`src/rtl/mem_port_arbiter.sv`:
```
// -----------------------------------------------------------------------------
// mem_port_arbiter
//
// Shares one single-ported instruction/data memory between the fetch stage
// (I side) and the memory stage (D side). A granted request is latched and
// holds the memory port for MEM_LAT cycles. A one-cycle ready then returns the
// read data. The block also drives the pipeline stalls and keeps a saturating
// count of cycles in which both stages are stalled at once.
//
// Ports
//   clk, rst            rising-edge clock, asynchronous active-low reset
//   i_req/i_addr        fetch read request (held until i_ready)
//   i_rdata/i_ready     fetch data and one-cycle completion
//   d_req/d_we/d_addr/  data request, direction, address and store data
//   d_wdata
//   d_rdata/d_ready     load data and one-cycle completion
//   mem_en/mem_we/      memory port controls, driven from the latched request
//   mem_addr/mem_wdata
//   mem_rdata           memory read data, valid in the last access cycle
//   stall_f/stall_m     requester stalled (request pending, not completing)
//   conflict_cnt        saturating count of cycles with both stalls high
// -----------------------------------------------------------------------------
module mem_port_arbiter #(
    parameter int ADDR_W  = 32,
    parameter int DATA_W  = 32,
    parameter int MEM_LAT = 2,
    parameter int CNT_W   = 16
) (
    input  logic              clk,
    input  logic              rst,
    input  logic              i_req,
    input  logic [ADDR_W-1:0] i_addr,
    output logic [DATA_W-1:0] i_rdata,
    output logic              i_ready,
    input  logic              d_req,
    input  logic              d_we,
    input  logic [ADDR_W-1:0] d_addr,
    input  logic [DATA_W-1:0] d_wdata,
    output logic [DATA_W-1:0] d_rdata,
    output logic              d_ready,
    output logic              mem_en,
    output logic              mem_we,
    output logic [ADDR_W-1:0] mem_addr,
    output logic [DATA_W-1:0] mem_wdata,
    input  logic [DATA_W-1:0] mem_rdata,
    output logic              stall_f,
    output logic              stall_m,
    output logic [CNT_W-1:0]  conflict_cnt
);

    typedef enum logic [1:0] {
        IDLE  = 2'd0,
        GNT_I = 2'd1,
        GNT_D = 2'd2
    } state_e;

    localparam logic [3:0] LAT_M1 = 4'(MEM_LAT - 1);

    state_e            state_q, state_d;
    logic [3:0]        cnt_q, cnt_d;
    logic [ADDR_W-1:0] addr_q, addr_d;
    logic [DATA_W-1:0] wdata_q, wdata_d;
    logic              we_q, we_d;
    logic [CNT_W-1:0]  conflict_q, conflict_d;

    logic done;
    logic take_i;
    logic take_d;

    // The last cycle of an access is the one in which the down-counter is 0.
    assign done = (state_q != IDLE) && (cnt_q == 4'd0);

    assign i_ready   = (state_q == GNT_I) && done;
    assign d_ready   = (state_q == GNT_D) && done;
    assign i_rdata   = i_ready ? mem_rdata : '0;
    assign d_rdata   = (d_ready && !we_q) ? mem_rdata : '0;
    assign mem_en    = (state_q != IDLE);
    assign mem_we    = (state_q == GNT_D) && we_q;
    assign mem_addr  = mem_en ? addr_q : '0;
    assign mem_wdata = (state_q == GNT_D) ? wdata_q : '0;

    // Stalls are gated by reset so that every output reads 0 while rst is low,
    // even though the requesters may still be holding their requests.
    assign stall_f = rst && i_req && !i_ready;
    assign stall_m = rst && d_req && !d_ready;

    assign conflict_cnt = conflict_q;

    // Next-state logic. At a completion the finishing side is never
    // re-granted, because its request is stale on that edge; the other side
    // is handed the port directly, which makes continuous requesters
    // alternate with no idle cycle.
    always_comb begin
        state_d = state_q;
        cnt_d   = cnt_q;
        addr_d  = addr_q;
        wdata_d = wdata_q;
        we_d    = we_q;
        take_i  = 1'b0;
        take_d  = 1'b0;

        case (state_q)
            IDLE: begin
                if (d_req) begin
                    take_d = 1'b1;
                end else if (i_req) begin
                    take_i = 1'b1;
                end
            end
            GNT_I: begin
                if (cnt_q != 4'd0) begin
                    cnt_d = cnt_q - 4'd1;
                end else if (d_req) begin
                    take_d = 1'b1;
                end else begin
                    state_d = IDLE;
                end
            end
            GNT_D: begin
                if (cnt_q != 4'd0) begin
                    cnt_d = cnt_q - 4'd1;
                end else if (i_req) begin
                    take_i = 1'b1;
                end else begin
                    state_d = IDLE;
                end
            end
            default: begin
                state_d = IDLE;
            end
        endcase

        if (take_d) begin
            state_d = GNT_D;
            cnt_d   = LAT_M1;
            addr_d  = d_addr;
            wdata_d = d_wdata;
            we_d    = d_we;
        end else if (take_i) begin
            state_d = GNT_I;
            cnt_d   = LAT_M1;
            addr_d  = i_addr;
            we_d    = 1'b0;
        end
    end

    // The conflict counter sticks at all-ones instead of wrapping.
    always_comb begin
        conflict_d = conflict_q;
        if (stall_f && stall_m && (conflict_q != '1)) begin
            conflict_d = conflict_q + CNT_W'(1);
        end
    end

    // State and latch registers. Reset aborts any access in flight.
    always_ff @(posedge clk or negedge rst) begin
        if (!rst) begin
            state_q    <= IDLE;
            cnt_q      <= 4'd0;
            addr_q     <= '0;
            wdata_q    <= '0;
            we_q       <= 1'b0;
            conflict_q <= '0;
        end else begin
            state_q    <= state_d;
            cnt_q      <= cnt_d;
            addr_q     <= addr_d;
            wdata_q    <= wdata_d;
            we_q       <= we_d;
            conflict_q <= conflict_d;
        end
    end

endmodule

```
`config.mk`:
```
export PLATFORM = sky130hd
export DESIGN_NAME = mem_port_arbiter
export DESIGN_NICKNAME = d
export VERILOG_FILES = /design/src/rtl/mem_port_arbiter.sv
export SDC_FILE = /design/constraint.sdc
export NUM_CORES = 1
export LEC_CHECK = 0
export BUFFER_PORTS_ARGS = -buffer_cell sky130_fd_sc_hd__buf_2
export CORE_AREA = 2 2 109 111
export DETAILED_ROUTE_END_ITERATION = 10
export DIE_AREA = 0 0 111 113
export PLACE_DENSITY = 0.83
export SYNTH_ARGS = -nofsm -noshare
export SYNTH_HDL_FRONTEND = slang
export SYNTH_SLANG_ARGS = --single-unit
```
`constraint.sdc`:
```
create_clock -name clk -period 2.7 [get_ports clk]
set_clock_uncertainty 0.15 [all_clocks]
set_input_delay 0.54 -clock clk [delete_from_list [all_inputs] [get_ports clk]]
set_output_delay 0.54 -clock clk [all_outputs]
set_load 0.1 [all_outputs]
```
Word-level counts from Yosys, hierarchy flattened

Index checks and enable logic that the tools add are counted.

Output and inout port bits: 150
Memories: 0
RAM bits: 0
Memory bits (read-only): 0
Bits in latches: 0
Flip-flop bits (word level): 87

Div/mod/pow operators: 0
Add/subtract/negate cells: 2
Bitwise operators: 0
Reductions and logical operators: 24
Multiply operators: 0
Shift-type cells: 0
Order comparisons: 0
Eq/ne operators: 8
Multiplexer cells: 26

Operators with widths:

| operator                                                              | count |
|---|---|
| 32-bit 2-to-1 mux                                                     | 6 |
| 16-bit by 1-bit adder with 16-bit output, second input constant       | 1 |
| 4-bit 2-to-1 mux                                                      | 4 |
| 16-bit != test, second input constant                                 | 1 |
| 4-bit != test, second input constant                                  | 4 |
| 2-bit 2-to-1 mux                                                      | 6 |
| 1-bit logical AND                                                     | 11 |
| 1-bit 2-to-1 mux                                                      | 7 |
| 2-bit one-hot mux with 3 select lines                                 | 1 |
| 3-bit nonzero test                                                    | 2 |
| 5-bit AND reduction                                                   | 1 |
| 4-bit zero test                                                       | 1 |
| 1-bit one-hot mux with 2 select lines                                 | 2 |
| 2-bit nonzero test                                                    | 2 |
| 4-bit nonzero test                                                    | 1 |
| 4-bit by 1-bit subtractor with 4-bit output, second input constant    | 1 |
| 1-bit zero test                                                       | 3 |
| 3-bit != test, second input constant                                  | 1 |
| 2-bit by 1-bit equality test with 1-bit output, second input constant | 1 |
| 2-bit equality test, second input constant                            | 1 |
| 2-bit zero test                                                       | 1 |
| 2-bit AND reduction                                                   | 1 |
| 2-bit OR reduction                                                    | 1 |

Logic depth before layout (Yosys ltp)

Gate-level depths: netlist (run 1).

Depth after elaboration: 7
Depth in mapped cells: 9

Worst setup path after synthesis (run 1)

Ideal clock, no wire load.

Kind: register to output
From: register state_q[0]
To: output port stall_f
Buffers on the path: 2
Arrival: 3.264 ns
Data required time: 2.010 ns
Stages on the path, launching flop included: 7
Setup slack: -1.254 ns
Cell sequence: dfrtp_1 -> inv_1 -> ha_1 -> buf_2 -> clkbuf_1 -> nor2_1 -> nor2_1

Cells in the longest elaborated chain, start to end: 5
Elaborated cells on any way between the ends: 6
Those cells by class: 1 x eq/ne; 5 x reduce/logical

RTL lines:

| what                   | line | text |
|---|---|---|
| start, declared        | 59   | `state_e state_q, state_d;` |
| start signal, assigned | 165  | `state_q <= state_d;` |
| 2-bit nonzero test     | 71   | `assign done = (state_q != IDLE) && (cnt_q == 4'd0);` |
| 1-bit logical AND      | 71   |  |
| 1-bit logical AND *    | 73   | `assign i_ready = (state_q == GNT_I) && done;` |
| net i_ready            | 34   | `output logic i_ready,` |
| 1-bit zero test *      | 84   | `assign stall_f = rst && i_req && !i_ready;` |
| 1-bit logical AND *    | 84   |  |
| end, declared          | 46   | `output logic stall_f,` |

The timed path passes the listed nets; every way through them passes the cells marked *.

Worst setup path in the final report (run 1)

From: register cnt_q[1]
To: output port d_rdata[24]

Cells in the longest elaborated chain, start to end: 5

RTL lines:

| what                   | line | text |
|---|---|---|
| start, declared        | 60   | `logic [3:0] cnt_q, cnt_d;` |
| start signal, assigned | 166  | `cnt_q <= cnt_d;` |
| 4-bit zero test        | 71   |  |
| 1-bit logical AND      | 71   |  |
| 1-bit logical AND      | 74   | `assign d_ready = (state_q == GNT_D) && done;` |
| 1-bit logical AND      | 76   | `assign d_rdata = (d_ready && !we_q) ? mem_rdata : '0;` |
| 32-bit 2-to-1 mux      | 76   |  |
| end, declared          | 39   | `output logic [DATA_W-1:0] d_rdata,` |

Every way passes these cells.

==> results of run 1 <==
cell type report:
| class | count | area (um^2) | share of cell area |
|---|---|---|---|
| Inverter | 6 | 22.5 | 0.00265 |
| Clock inverter | 3 | 42.5 | 0.00500 |
| Sequential cell | 87 | 2180 | 0.256 |
| Timing Repair Buffer | 305 | 3160 | 0.371 |
| Clock buffer | 12 | 256 | 0.0301 |
| Multi-Input combinational cell | 452 | 2670 | 0.314 |
| Tap cell | 143 | 179 | 0.0210 |
layer usage:
layer	up-vias	wire [um]	global-route usage
met3	48	1160	0.0621
met4	0	720	0.119
li1	2473	-	-
met2	259	8670	0.467
met5	-	0	0
met1	2426	6290	0.295
worst max-delay path, delay by kind of cell, from the launching register on:
kind,cells,cell delay (ns)
flops,1,0.40
buf+inv,4,0.53
simple gates,4,0.65
fa+ha+maj,1,0.15
registers in the layout, summed over array words and instances, names as in the netlist:
register	cells
addr_q	32
cnt_q	4
conflict_cnt	16
state_q	2
wdata_q	32
we_q	1
metrics by stage:
stage	worst slack (ns)	util	std cells	TNS, ns
2_1_floorplan	-0.349	-	583	-10.42
3_3_place_gp	0.271	0.712	983	0
3_5_place_dp	0.166	0.712	983	0
4_1_cts	-0.0424	0.752	1006	-0.742
5_1_grt	-0.155	0.755	1008	-6.13
6_report	-0.0345	0.755	1008	-0.808
power by group:
group	switching (uW)	leakage [uW]	internal, uW	total [uW]
logic	5610	0.00302	1960	7570
clock network	483	0.000145	761	1240
registers	315	0.00106	1850	2170
kinds of logic after synthesis:
family | Yosys count
and+or+nand+nor | 337
AOI/OAI and AO/OA | 94
DFF | 87
buffers and inverters | 44
xor gates and xnor gates | 14
adders and majority gates | 5
muxes | 2
cell usage after synthesis, types with 4 or more instances:
library cell / n / area share
nand2_1: 140 / 0.11
dfrtp_1: 87 / 0.44
a21oi_1: 69 / 0.071
and2_1: 66 / 0.084
nor2_1: 39 / 0.030
and3_1: 36 / 0.046
nor2b_1: 32 / 0.041
clkbuf_1: 18 / 0.014
buf_2: 17 / 0.017
xnor2_1: 13 / 0.023
inv_1: 6 / 0.0046
ha_1: 5 / 0.013
and4_1: 4 / 0.0072
o2111ai_1: 4 / 0.0072
repair_timing:
item	4_1_cts	5_1_grt
hold buffers	1	0
resized for setup	27	11
endpoints found under the hold margin	2	0
endpoints found under the setup margin	64	70
setup buffers	6	3
cloned	1	0
pin swaps	5	2
how the worst max path moves through the flow:
stage	start	endpoint	slack, ns	depth (start not counted)
after CTS	cnt_q[1]$_DFFE_PN0P_	d_rdata[24]	-0.04	8
after global routing	state_q[0]$_DFFE_PN0P_	d_rdata[24]	-0.16	9
after global placement	state_q[0]$_DFFE_PN0P_	conflict_cnt[15]$_DFFE_PN0P_	0.27	7
after floorplan	state_q[0]$_DFFE_PN0P_	mem_addr[23]	-0.35	5
after detailed placement	state_q[1]$_DFFE_PN0P_	conflict_cnt[15]$_DFFE_PN0P_	0.17	7
final	cnt_q[1]$_DFFE_PN0P_	d_rdata[24]	-0.03	9
==> reports/metrics.cfg, run 1 <==
[run_status]
violations=negative setup slack
status=finished, violations left

[die]
start_util=0.434
die-area_mm2=0.0125
die_y_um=113
chipWidth_um=111
io_pins=283
rows=39
coreArea_mm2=0.0113

[hold_path]
whs_path_depth=3
hold_end=wdata_q[23]$_DFFE_PN0P_
min_from=d_wdata[23]
hold_path_class=primary input to flop

[global_route]
grt_start_max_net_pins=66
overflow=0
antenna_found_initial=0
grt_usage=0.260
grt_pass1_vias=5178
grt_first_pass_wirelength_um=26300

[route]
drtIter0Drc=371
drt-vias-per-instance=5.16
wire_per_inst_um=16.7
drc=0
firstDrtPassIters=4
ant_nets=0
finalWirelength_um=16900
vias=5206

[synth]
synthSimpleGateAreaFrac=0.353
synth-seq-area-share=0.445
synth_edf_count=0
synth_mux_area_frac=0.00537
synth_compound_area_frac=0.116
synth_top_family_by_area=simple AND/OR/NAND/NOR gates
ys_warn_count=0
synth_cell_types=48
ys.flop_type=dfrtp_1
async_reset_ff_frac=1.00
syn_avg_cell_area_um2=8.39
syn_inst=583
synthesis.nets=721
synth_xor_xnor_area_share=0.0251
ys_ff_latch=87
synth_fa_ha_area_frac=0.0128
synth.cell_area_mm2=0.00489

[cts]
clk_latency_ns=0.33
clock_tree.buffer_depth=2
cts.sinks=87
cts_root_buf=clkbuf_16
cts_buffers=9
path_clk_slew_ns=0.06
h-tree-depth=3
cts_tree=yes

[cells_and_area]
area_delta_synth_final_pct=74.0
layout_common_cells=buf_2 (180), nand2_1 (139), buf_12 (104), dfrtp_1 (87), a21oi_1 (69)
fin_area_mm2=0.00851
antenna_cells=0
layout.nets=999
drive_gt1_frac=0.474
fill_cells=726
final_common_cell=buf_2

[worst_setup_path]
rrSetupSlack_ns=0.24
required_ns=2.01
r2r_cells=7
worstPathCellList=inv_2, ha_4, nor4b_4, nand2_2, nor2_4, buf_4, buf_16, and2_2, buf_12
path_class=flop to output port
slowest_stage=dfrtp_1
cp_data_arrival_time_ns=2.04
worstSetupEndpointType=output port
r2r-end=conflict_cnt[15]$_DFFE_PN0P_
worstSetupStartpointType=flop
path_max_fanout=16
regToRegStartpoint=state_q[1]$_DFFE_PN0P_
slowest_delay_ns=0.40

[place]
io_buffers=282
placed_area_mm2=0.00803
gp_congestion=0.906
hpwl_um=12300

[power_and_ir_drop]
power_uw=11000
peakVddDrop_mv=0.927
power_density_mw_per_mm2=1290
p_leak_uw=0.00422

[sta]
rsz0062_at_grt=yes
fin_crit_sh=1.01
relSlewSlack=0.499
hold-worst-slack_ns=0.250
max_freq_mhz=366
setup_viol=32
report.final.slew_viol_count=0
worst_slew_pin_slew_ns=0.752
finalCriticalPeriod_ns=2.73
setup_ws_ns=-0.0345
finalHoldViolCount=0

[run]
drv_cap=0

No activity file was read; power rests on OpenSTA's default activity.
==> inputs of run 2 (changes only) <==
==> constraint.sdc (replaced) <==
create_clock -name clk -period 2.7 [get_ports clk]
set_clock_uncertainty 0.15 [all_clocks]
set_input_delay 0.135 -clock clk [delete_from_list [all_inputs] [get_ports clk]]
set_output_delay 0.135 -clock clk [all_outputs]
set_load 0.1 [all_outputs]
==> run 2 against run 1 <==
- the flow finishes with violations (design-rule violations)
- setup slack better by 0.20 ns
- non-clock buffer count grew 89
- combinational power down 4.9%
- register-to-register slack lost 0.06 ns
- largest cell class unchanged
- utilization grew 1.8 points
- via count increased by 14%
- hold slack lost 0.23 ns
- critical path type unchanged
- cell count increased by 9.3%
- sequential power up 2%
- total power down 3.7%
- highest routed layer unchanged
- critical endpoint is now d_rdata[11]
==> reports/metrics.cfg, run 2 (synthesis results as in run 1) <==
[run_status]
status=finished, violations left
violations=design-rule violations

[route]
finalWirelength_um=20400  ; +21%
ant_nets=0  ; unchanged
drc=1  ; +1
wire_per_inst_um=18.5  ; +11%
vias=5943  ; +14%
firstDrtPassIters=8  ; +4
drt-vias-per-instance=5.39  ; +4.4%
drtIter0Drc=577  ; +56%

[hold_path]
min_from=i_req
hold_path_class=primary input to flop

[global_route]
grt_start_max_net_pins=60  ; -9.1%
grt_first_pass_wirelength_um=32100  ; +22%
grt-busiest-layer=met2
grt_util_met3=0.0718  ; +0.00964
grt_usage=0.325  ; +0.0643
overflow=0  ; unchanged
antenna_found_initial=4  ; +4
grt_pass1_vias=6176  ; +19%
use_met2=0.573  ; +0.106
use_met1=0.341  ; +0.0464

[cells_and_area]
fin_area_mm2=0.00872  ; +2.4%
final_common_cell=buf_2
fill_cells=669  ; -7.9%
layout.nets=1088  ; +8.9%
drive_gt1_frac=0.348  ; -0.126
area_delta_synth_final_pct=78.2
layout_common_cells=buf_2 (214), nand2_1 (140), dlygate4sd3_1 (98), dfrtp_1 (87), a21oi_1 (69)

[worst_setup_path]
worstSetupStartpointType=flop
critical_path_buf_inv_count=3  ; -1
path_class=flop to output port
path_max_fanout=16  ; unchanged
regToRegStartpoint=state_q[0]$_DFFE_PN0P_
worstPathCellList=inv_1, ha_1, nor4b_4, nand2_1, nor2_4, buf_6, and2_1, buf_12
slowest_stage=dfrtp_1
slowest_delay_ns=0.35  ; -0.05 ns
startpoint=state_q[0]$_DFFE_PN0P_
path_delay_family=simple AND/OR/NAND/NOR gates
cp_data_arrival_time_ns=2.25  ; +0.21 ns
worstSetupEndpointType=output port
required_ns=2.41  ; +0.40 ns

[sta]
worst_slew_pin_slew_ns=0.742  ; -0.00944 ns
setup_viol=0  ; -100%
finalCriticalPeriod_ns=2.53  ; -0.200 ns
report.final.slew_viol_count=0  ; unchanged
setup-tns-final_ns=0  ; +0.808 ns
relSlewSlack=0.505  ; +0.00630
fin_crit_sh=0.939  ; -0.0740
rsz0062_at_grt=no
finalHoldViolCount=0  ; unchanged
hold-worst-slack_ns=0.0222  ; -0.228 ns
max_freq_mhz=395  ; +7.9%
setup_ws_ns=0.165  ; +0.200 ns

[place]
gp_congestion=0.938  ; +3.6%
placed_area_mm2=0.00743  ; -7.4%
io_buffers=282  ; unchanged
dp_worst_setup_slack_ns=0.316  ; +0.150 ns
hpwl_um=12000  ; -2.7%

[die]
io_pins=283  ; unchanged
rows=39  ; unchanged
coreArea_mm2=0.0113  ; unchanged
die_y_um=113  ; unchanged
die-area_mm2=0.0125  ; unchanged
start_util=0.434  ; unchanged
chipWidth_um=111  ; unchanged

[power_and_ir_drop]
p_leak_uw=0.00444  ; +5.1%
power_uw=10600  ; -3.7%
power_density_mw_per_mm2=1210  ; -6.0%
peakVddDrop_mv=1.34  ; +45%

[cts]
cts.sinks=87  ; unchanged
h-tree-depth=3  ; unchanged
cts_tree=yes
cts_root_buf=clkbuf_16
path_clk_slew_ns=0.06  ; about the same
clock_tree.buffer_depth=2  ; unchanged
cts_buffers=9  ; unchanged
clk_latency_ns=0.33  ; about the same

[run]
drv_cap=0  ; unchanged

-- run 2: path summary, 6_finish.rpt --
check | depth (start not counted) | slack [ns] | to
setup / recovery | 8 | 0.17 | d_rdata[11]
hold / removal | 3 | 0.02 | state_q[0]$_DFFE_PN0P_
setup reg to reg | 8 | 0.18 | addr_q[11]$_DFFE_PN0P_
hold reg to reg | 2 | 0.32 | wdata_q[0]$_DFFE_PN0P_
max in group asynchronous | 3 | 1.47 | addr_q[24]$_DFFE_PN0P_
min in group asynchronous | 3 | 0.29 | conflict_cnt[13]$_DFFE_PN0P_
-- run 2: area by class of cell --
| cell class | instances | area, um^2 | share of cell area |
|---|---|---|---|
| antenna | 4 | 10.0 | 0.00115 |
| clock buffer | 11 | 243 | 0.0278 |
| clock inverter | 5 | 33.8 | 0.00387 |
| inverter | 6 | 22.5 | 0.00258 |
| multi-input combinational | 452 | 2530 | 0.290 |
| sequential | 87 | 2180 | 0.250 |
| tap | 143 | 179 | 0.0205 |
| timing repair buffer | 394 | 3530 | 0.404 |
-- run 2: per-stage QoR --
| step | utilization | cells |
|---|---|---|
| 2_1_floorplan | - | 583 |
| 3_3_place_gp | 0.659 | 983 |
| 3_5_place_dp | 0.659 | 983 |
| 4_1_cts | 0.771 | 1097 |
| 5_1_grt | 0.774 | 1102 |
| 6_report | 0.774 | 1102 |
-- run 2: where the power goes --
part           switching (uW)  internal, uW
clock network             517           648
logic                    5670          1530
registers                 359          1860
-- run 2: metal layers --
layer  share of wire  wire [um]
met1            0.34       6910
met2            0.51      10500
met3           0.073       1500
met4           0.074       1510
met5               0          0
-- run 2: what timing repair did --
action / CTS / global route
hold buffers: 98 / 0
setup buffers: 0 / 0
endpoints found under the setup margin: 0 / 32
gates resized for setup: 0 / 6
hold endpoints to repair: 152 / 0
-- run 2: worst reg2reg max path, delay by kind of cell, from the launching register on --
| kind | cells | cell delay [ns] |
|---|---|---|
| AOI/OAI and AO/OA | 4 | 0.82 |
| adders and majority gates | 1 | 0.31 |
| buffers and inverters | 3 | 0.76 |
| DFF | 1 | 0.38 |
==> inputs of run 3 (changes only) <==
- BUFFER_PORTS_ARGS: -buffer_cell sky130_fd_sc_hd__buf_2 -> default
- DONT_BUFFER_PORTS: default -> 1
- PLACE_DENSITY: 0.83 -> 0.62
- SKIP_LAST_GASP: default -> 1
==> run 3 against run 2 <==
- register-to-register slack better by 0.03 ns
- die area stayed put
- fmax is 1.1% higher
- clock power is 16% higher
- global-route usage is 5.1 points lower
- first-iteration DRC count is 28% lower
- sequential share of layout area is 0.79 points higher
- clock-buffer cell count stayed put
- design area is 3.1% lower
- the flow now finishes without violations
- via count is 11% lower
- utilization is 2.4 points lower
- cell count is 12% lower
==> reports/metrics.cfg, run 3 (synthesis results as in run 1) <==
[global_route]
overflow=0  ; unchanged
grt_usage=0.274  ; -0.0509
grt_start_max_net_pins=88  ; +47%
antenna_found_initial=0  ; -4
grt_first_pass_wirelength_um=27600  ; -14%
grt_pass1_vias=5431  ; -12%

[worst_setup_path]
r2r_cells=6  ; -2
regToRegStartpoint=cnt_q[0]$_DFFE_PN0P_
path_class=flop to output port
worstPathCellList=inv_1, ha_1, nor4b_4, nand2_1, nor2_1, buf_6, and2_1, buf_12
rrSetupSlack_ns=0.21  ; +0.03 ns
startpoint=cnt_q[0]$_DFFE_PN0P_
worstSetupStartpointType=flop
worstSetupEndpointType=output port
path_max_fanout=32  ; +16
slowest_delay_ns=0.37  ; +0.02 ns
slowest_stage=dfrtp_1
cp_data_arrival_time_ns=2.22  ; -0.03 ns
required_ns=2.41  ; about the same
r2r-end=addr_q[20]$_DFFE_PN0P_

[route]
vias=5268  ; -11%
firstDrtPassIters=5  ; -3
drt-vias-per-instance=5.42  ; +0.50%
ant_nets=0  ; unchanged
drc=0  ; -1
wire_per_inst_um=18.1  ; -2.1%
drtIter0Drc=417  ; -28%
finalWirelength_um=17600  ; -14%

[die]
rows=39  ; unchanged
die_y_um=113  ; unchanged
start_util=0.434  ; unchanged
die-area_mm2=0.0125  ; unchanged
chipWidth_um=111  ; unchanged
coreArea_mm2=0.0113  ; unchanged
io_pins=283  ; unchanged

[cells_and_area]
fin_util=0.750  ; -0.0239
layout_common_cells=nand2_1 (140), dlygate4sd3_1 (106), buf_4 (91), dfrtp_1 (87), a21oi_1 (69)
regArea_mm2=0.00218  ; unchanged
multi_input_area_mm2=0.00261  ; +3.0%
area_delta_synth_final_pct=72.7
final_common_cell=nand2_1
layout.nets=961  ; -12%
fill_cells=735  ; +9.9%
drive_gt1_frac=0.277  ; -0.0711

[power_and_ir_drop]
peakVddDrop_mv=1.35  ; +0.73%
power_density_mw_per_mm2=1300  ; +7.3%
p_leak_uw=0.00402  ; -9.4%

[cts]
postCtsSetupBuffers=0  ; unchanged
cts_root_buf=clkbuf_16
cts_buffers=9  ; unchanged
cts_tree=yes
h-tree-depth=3  ; unchanged
path_clk_slew_ns=0.07  ; about the same
clk_latency_ns=0.33  ; about the same
cts.sinks=87  ; unchanged
clock_tree.buffer_depth=2  ; unchanged

[sta]
rsz0062_at_grt=no
finalCriticalPeriod_ns=2.51  ; -0.0272 ns
fin_crit_sh=0.929  ; -0.0101
relSlewSlack=0.137  ; -0.368
setup_viol=0  ; unchanged
finalHoldViolCount=0  ; unchanged
worst_slew_pin_slew_ns=1.29  ; +0.552 ns
report.final.slew_viol_count=0  ; unchanged
max_freq_mhz=399  ; +1.1%
setup-tns-final_ns=0  ; unchanged

[run_status]
status=complete, no violations

[place]
hpwl_um=11500  ; -4.2%
gp_congestion=0.842  ; -10%
io_buffers=0  ; -100%

[hold_path]
hold_end=conflict_cnt[7]$_DFFE_PN0P_
whs_path_depth=4  ; +1
min_from=i_req
hold_path_class=primary input to flop

[run]
drv_cap=0  ; unchanged

## run 3: worst max-delay path by stage
| stage | depth (start not counted) | slack (ns) | end |
|---|---|---|---|
| floorplan | 5 | 0.06 | mem_addr[23] |
| global placement | 6 | 0.45 | addr_q[8]$_DFFE_PN0P_ |
| detailed placement | 6 | 0.27 | addr_q[21]$_DFFE_PN0P_ |
| CTS | 8 | 0.16 | d_rdata[15] |
| global route | 8 | 0.02 | d_rdata[25] |
| finish | 8 | 0.19 | d_rdata[25] |
## run 3: repair_timing
item / CTS / global route
hold buffers: 107 / 0
hold endpoints to repair: 155 / 0
setup endpoints to repair: 0 / 2
gates resized for setup: 0 / 1
## run 3: layout make-up
| class | instances | share of cell area |
|---|---|---|
| clock buffers | 11 | 0.0287 |
| well taps | 143 | 0.0212 |
| diodes | 1 | 0.000296 |
| clock inverters | 5 | 0.00933 |
| inverters | 6 | 0.00266 |
| flip-flops and latches | 87 | 0.258 |
| repair buffers | 267 | 0.372 |
| multi-input cells | 452 | 0.308 |
## run 3: power by group
| group | internal [uW] | switching, uW |
|---|---|---|
| clock network | 837 | 503 |
| registers | 1860 | 318 |
| logic | 1840 | 5650 |
## run 3: critical path: cells and delay by family (launching register included)
kind / cells / cell delay, ns
fa+ha+maj: 1 / 0.26
buf+inv: 3 / 0.49
simple gates: 4 / 0.74
flops: 1 / 0.37
## run 3: layer usage
| metal | vias to the layer above | global-route usage | share of wire |
|---|---|---|---|
| li1 | 2397 | - | - |
| met5 | - | 0 | 0 |
| met2 | 315 | 0.494 | 0.52 |
| met4 | 0 | 0.151 | 0.047 |
| met1 | 2496 | 0.307 | 0.37 |
| met3 | 60 | 0.0503 | 0.066 |
## run 3: per-stage QoR
step	total power [uW]	cell area [um^2]	setup WS, ns	instances	hold WS (ns)
floorplan	7770	4900	0.0563	583	-0.311
global placement	9250	7040	0.452	848	-0.309
detailed placement	9390	7040	0.269	848	-0.310
CTS	10900	8450	0.160	971	0.00171
global route	11500	8450	0.0213	971	0.0208
finish	11000	8450	0.193	972	0.0131
